`src/rtl/unit_test_sequencer.sv`:
```
// Runs up to NUM_TESTS unit-test slots one at a time through an enable/done handshake,
// with a per-test timeout, an inter-test reset gap, a skip mask and optional stop-on-fail.
module unit_test_sequencer #(
  parameter int unsigned NUM_TESTS    = 23,
  parameter int unsigned TIMEOUT_W    = 32,
  parameter int unsigned GAP_CYCLES   = 8,
  parameter bit          STOP_ON_FAIL = 1'b0
) (
  input  logic                         clk,
  input  logic                         rst,
  input  logic                         start,
  input  logic [NUM_TESTS-1:0]         test_mask,
  input  logic [TIMEOUT_W-1:0]         timeout_cycles,
  input  logic [NUM_TESTS-1:0]         test_done,
  input  logic [NUM_TESTS-1:0]         test_error,
  output logic [NUM_TESTS-1:0]         test_en,
  output logic                         test_rst_n,
  output logic [$clog2(NUM_TESTS):0]   cur_test,
  output logic                         busy,
  output logic                         all_done,
  output logic                         pass,
  output logic [NUM_TESTS-1:0]         fail_vec,
  output logic [NUM_TESTS-1:0]         timeout_vec,
  output logic [NUM_TESTS-1:0]         ran_vec
);

  localparam int unsigned CW = $clog2(NUM_TESTS) + 1;
  localparam int unsigned GW = $clog2(GAP_CYCLES + 1);

  typedef enum logic [2:0] {StIdle, StSelect, StRun, StGap, StFinish} state_e;

  state_e                 state_q;
  logic [NUM_TESTS-1:0]   mask_q;
  logic [TIMEOUT_W-1:0]   tmo_q;
  logic [TIMEOUT_W-1:0]   cnt_q;
  logic [GW-1:0]          gap_q;
  logic [CW-1:0]          idx_q;
  logic                   last_fail_q;

  logic                   found;
  logic [CW-1:0]          sel;
  logic [NUM_TESTS-1:0]   sel_oh;
  logic                   done_cur;
  logic                   err_cur;
  logic                   tmo_hit;

  // Lowest enabled slot at or above idx_q; iterate downwards so the lowest match wins.
  always_comb begin
    found = 1'b0;
    sel   = '0;
    for (int i = int'(NUM_TESTS) - 1; i >= 0; i--) begin
      if (mask_q[i] && (i >= int'(idx_q))) begin
        found = 1'b1;
        sel   = CW'(i);
      end
    end
    sel_oh = NUM_TESTS'(1) << sel;
  end

  // test_en is one-hot on the running slot, so masking avoids a variable index.
  assign done_cur = |(test_done & test_en);
  assign err_cur  = |(test_error & test_en);
  assign tmo_hit  = (tmo_q != '0) && (cnt_q == tmo_q - TIMEOUT_W'(1));

  always_ff @(posedge clk or posedge rst) begin
    if (rst) begin
      state_q     <= StIdle;
      mask_q      <= '0;
      tmo_q       <= '0;
      cnt_q       <= '0;
      gap_q       <= '0;
      idx_q       <= '0;
      last_fail_q <= 1'b0;
      test_en     <= '0;
      test_rst_n  <= 1'b0;
      cur_test    <= '0;
      busy        <= 1'b0;
      all_done    <= 1'b0;
      pass        <= 1'b0;
      fail_vec    <= '0;
      timeout_vec <= '0;
      ran_vec     <= '0;
    end else begin
      unique case (state_q)
        StIdle: begin
          if (start) begin
            mask_q      <= test_mask;
            tmo_q       <= timeout_cycles;
            fail_vec    <= '0;
            timeout_vec <= '0;
            ran_vec     <= '0;
            all_done    <= 1'b0;
            pass        <= 1'b0;
            busy        <= 1'b1;
            idx_q       <= '0;
            state_q     <= StSelect;
          end
        end
        StSelect: begin
          if (found) begin
            cur_test   <= sel;
            test_en    <= sel_oh;
            test_rst_n <= 1'b1;
            cnt_q      <= '0;
            state_q    <= StRun;
          end else begin
            // Completion flags are set on entry to FINISH so they are visible during it.
            busy     <= 1'b0;
            all_done <= 1'b1;
            pass     <= ~|fail_vec;
            state_q  <= StFinish;
          end
        end
        StRun: begin
          if (~&cnt_q) cnt_q <= cnt_q + TIMEOUT_W'(1);
          if (done_cur || tmo_hit) begin
            ran_vec     <= ran_vec | test_en;
            test_en     <= '0;
            test_rst_n  <= 1'b0;
            gap_q       <= '0;
            state_q     <= StGap;
            if (done_cur) begin
              fail_vec    <= fail_vec | (test_en & {NUM_TESTS{err_cur}});
              last_fail_q <= err_cur;
            end else begin
              fail_vec    <= fail_vec | test_en;
              timeout_vec <= timeout_vec | test_en;
              last_fail_q <= 1'b1;
            end
          end
        end
        StGap: begin
          if (gap_q == GW'(GAP_CYCLES - 1)) begin
            idx_q <= cur_test + CW'(1);
            if (STOP_ON_FAIL && last_fail_q) begin
              busy     <= 1'b0;
              all_done <= 1'b1;
              pass     <= ~|fail_vec;
              state_q  <= StFinish;
            end else begin
              state_q <= StSelect;
            end
          end else begin
            gap_q <= gap_q + GW'(1);
          end
        end
        StFinish: state_q <= StIdle;
        default:  state_q <= StIdle;
      endcase
    end
  end

endmodule
```
`config.mk`:
```
export PLATFORM = sky130hd
export DESIGN_NAME = unit_test_sequencer
export DESIGN_NICKNAME = d
export VERILOG_FILES = /design/src/rtl/unit_test_sequencer.sv
export SDC_FILE = /design/constraint.sdc
export NUM_CORES = 1
export LEC_CHECK = 0
export ABC_AREA = 1
export BUFFER_PORTS_ARGS = -buffer_cell sky130_fd_sc_hd__buf_2
export CAP_MARGIN = 20
export CORE_MARGIN = 2
export CORE_UTILIZATION = 40
export CTS_BUF_LIST = sky130_fd_sc_hd__clkbuf_4
export DETAILED_ROUTE_END_ITERATION = 7
export PLACE_DENSITY = 0.68
export SETUP_SLACK_MARGIN = 0.2
export SLEW_MARGIN = 5
export SYNTH_ARGS = -nofsm -noshare
export SYNTH_HDL_FRONTEND = slang
export SYNTH_SLANG_ARGS = --single-unit
```
`constraint.sdc`:
```
create_clock -name clk -period 7.38 [get_ports clk]
set_input_delay 1.476 -clock clk [delete_from_list [all_inputs] [get_ports clk]]
set_output_delay 1.476 -clock clk [all_outputs]
set_load 0.05 [all_outputs]
```
==> flow_summary.yaml <==
cts:
  clkLatencyLatePin_ns: 0.69
  holdBufCountCts: 0
  ctsRootBufferMaster: "sky130_fd_sc_hd__clkbuf_4"
  cts_buffers: 54
  ctsHtreeMaxLevel: 2
  worst_setup_hold_path_clk_slew_ns: 0.07
  resized_gates_after_cts: 0
  tritoncts_num_sinks: 201
  postcts_setup_bufs: 0
  cts.path.max_buffers: 3
  cts_tree: "built"
sta:
  fin_crit_ns: 4.00
  setup-tns-final_ns: 0
  report.final.slew_viol_count: 0
  tightest_slew_ns: 0.846
  rsz0062_at_grt: "false"
  period_share_pct: 54.2
  fin_worst_skew_ns: 0.0630
  setup_viol: 0
  timing.fmax_ghz: 0.250
  worst_case_hold_slack_ns: 0.466
  report.final.hold_viol_count: 0
  max-slew-margin-rel_pct: 43.6
yosys:
  part_of_the_yosys_area_used_for_sequential_elements_pct: 49.0
  ys.warnings.count: 0
  synth_nets: 1360
  synth_cell_types: 49
  syn-instance-count: 1252
  syn-cell-area_sq_um: 10300
  synth-seq-cells: 201
  synth.avg_cell_area_sq_um: 8.19
worst_setup_path:
  max_stage_delay_ns: 0.57
  crit_chain: "inv_1 -> ha_1 -> nand2_2 -> nor2_4 -> nand4_2 -> nor2_1 -> nand2_1 -> nor3_2 -> nand3_1 -> xor2_1 -> a21oi_1 -> nor3b_1 -> nand3_1 -> nand2_1 -> nand2_2 -> nand2_1 -> inv_2 -> nand2_1 -> nand2_1"
  timing.setup.critical_path_class: "reg2reg"
  crit_path_max_fo: 39
  cp_common_cell: "sky130_fd_sc_hd__nand2_1"
  timing.critical_path.arrival_ns: 4.57
  crit_path_end_kind: "flip-flop"
  worst_path_max_delay_cell: "sky130_fd_sc_hd__nand2_2"
  critPathLaunchType: "flip-flop"
  worst_ep_required_time_ns: 7.95
  regToRegSetupSlack_ns: 3.38
run:
  cap_viol_max_count: 0
floorplan:
  rows: 58
  io-pin-count: 206
  starting_utilization_of_the_core_area_pct: 40.7
  die_width_um: 164
  dieArea_sq_um: 26900
  coreArea_sq_um: 25200
  die_h_um: 164
placed_design:
  place_congestion: 0.858
  post-dp-hpwl_um: 21400
  placed_standard_cell_area_sq_um: 11600
  place.port_buffers: 204
run_status:
  outcome: "finished, final reports clean"
detailed_routing:
  route.detailed.vias_per_inst: 5.09
  wl_per_cell_um: 16.0
  drc_violations_left: 0
  detailedRoute.firstPassIterationCount: 5
  total_via_count_in_the_routed_design: 9460
  drtIter0Drc: 693
  postRouteAntennaNets: 0
  drt-total-wl_um: 29700
global_route:
  first_global_vias: 9182
  globalRouteTotalUtil_pct: 22.0
  wire_length_of_the_first_global_routing_pass_um: 46500
  grt_overflow: 0
  number_of_antenna_violations_at_the_first_check_in_global_routing: 2
  grt_start_max_net_pins: 122
finish:
  drive_above_1_share_pct: 22.3
  finished_cell_area_sq_um: 12300
  syn2layout_area_growth_pct: 19.8
  most-common-layout-cells: "sky130_fd_sc_hd__nand2_1, sky130_fd_sc_hd__buf_2, sky130_fd_sc_hd__dfrtp_1, sky130_fd_sc_hd__inv_1"
  finish.net_count: 1593
  mostFrequentLayoutCell: "sky130_fd_sc_hd__nand2_1"
power:
  total_leakage_power_nw: 6.18
  clockPowerShare_pct: 20.7
  design_power_total_mw: 4.70
  seq_power_share_pct: 34.7
  comb_power_share_pct: 44.6
  power.switching_fraction_pct: 48.0
  p_per_area_nw_per_um2: 382
  netSwitchingPower_mw: 2.26
  p_int_mw: 2.44
  worst_ir_drop_vdd_mv: 0.270
min_path:
  min_delay_path_class: "reg2reg"
==> power groups by stage <==
stage / Sequential [mW] / Clock, mW / Combinational, mW
after floorplan: 1.87 / 0 / 1.33
after global placement: 1.63 / 0 / 2.06
after detailed placement: 1.64 / 0 / 2.09
after CTS: 1.62 / 1.00 / 2.11
after global routing: 1.66 / 1.06 / 2.35
final: 1.63 / 0.974 / 2.10
==> sequential cells by signal, summed over array words and instances, names as in the netlist, 3 cells and up <==
signal and count:
test_en 23, idx_q 6, ran_vec 23, mask_q 23, cnt_q 32, state_q 3
timeout_vec 23, gap_q 4, fail_vec 23, tmo_q 32, cur_test 5
==> worst paths after layout <==
kind,from,end,cells past startpoint
hold reg to reg,cnt_q[2],cnt_q[2],1
hold / removal,cnt_q[2],cnt_q[2],1
setup / recovery,tmo_q[0],test_en[21],19
min in group asynchronous,rst,timeout_vec[10],2
max in group asynchronous,rst,mask_q[12],4
setup reg to reg,tmo_q[0],test_en[21],19
==> metrics by stage <==
step | setup WS (ns) | std cells | util, %
2_1_floorplan | 0.422 | 1252 | -
3_3_place_gp | 3.11 | 1758 | 45.9
3_5_place_dp | 3.10 | 1758 | 45.9
4_1_cts | 3.38 | 1856 | 48.7
5_1_grt | 2.90 | 1859 | 48.8
6_report | 3.38 | 1859 | 48.8
==> metal layers <==
metal  track usage (%)  vias to the layer above  part of all wire, %
met5                 0                        -                    0
met4              8.09                        0                  2.9
met3              4.27                       55                  6.7
met2              36.7                      345                   47
met1              28.3                     4434                   44
li1                  -                     4626                    -
==> kinds of logic after synthesis <==
| kind of cell | after synthesis | share of synthesized area (%) |
|---|---|---|
| buf+inv | 165 | 6.60 |
| compound gates | 229 | 13.3 |
| xor+xnor | 58 | 4.95 |
| other cells | 1 | 0.0366 |
| flops | 201 | 49.0 |
| fa+ha+maj | 4 | 0.488 |
| mux | 1 | 0.110 |
| simple gates | 593 | 25.5 |
==> final cells by class <==
class,instances,area (sq um)
multi-input cells,886,4560
clock buffers,81,608
well taps,330,413
diodes,2,5.00
repair buffers,211,1090
flip-flops and latches,201,5030
inverters,131,499
clock inverters,17,77.6
fillers,2483,12900
==> synth_stat cells, drive strengths merged <==
| library cell | n | area share [%] |
|---|---|---|
| a2111o | 1 | 0.11 |
| a211oi | 3 | 0.22 |
| a21o | 1 | 0.073 |
| a21oi | 25 | 1.2 |
| a221oi | 6 | 0.51 |
| a22o | 15 | 1.3 |
| a31oi | 8 | 0.49 |
| a41oi | 1 | 0.085 |
| and3 | 2 | 0.12 |
| buf | 14 | 1.1 |
| clkbuf | 20 | 0.73 |
| clkinv | 2 | 0.073 |
| conb | 1 | 0.037 |
| dfrtp | 201 | 49 |
| ha | 4 | 0.49 |
| inv | 129 | 4.7 |
| mux2 | 1 | 0.11 |
| nand2 | 351 | 13 |
| nand3 | 46 | 2.4 |
| nand3b | 2 | 0.15 |
| nand4 | 16 | 1.0 |
| nor2 | 106 | 4.2 |
| nor2b | 1 | 0.061 |
| nor3 | 46 | 3.0 |
| nor3b | 3 | 0.22 |
| nor4 | 16 | 0.98 |
| o2111ai | 1 | 0.085 |
| o211ai | 6 | 0.44 |
| o21a | 25 | 1.8 |
| o21ai | 121 | 5.9 |
| o21bai | 1 | 0.073 |
| o22ai | 13 | 0.79 |
| o311a | 1 | 0.098 |
| o31ai | 1 | 0.073 |
| or2 | 4 | 0.24 |
| xnor2 | 16 | 1.4 |
| xor2 | 42 | 3.6 |
==> critical path, delay by kind of cell (launching register included) <==
kind                       cells  cell delay [ns]
and+or+nand+nor               14             2.61
adders and majority gates      1             0.21
buffers and inverters          2             0.41
xor gates and xnor gates       1             0.22
DFF                            1             0.39
AOI/OAI and AO/OA              1             0.10
No activity file was read; power rests on OpenSTA's default activity.
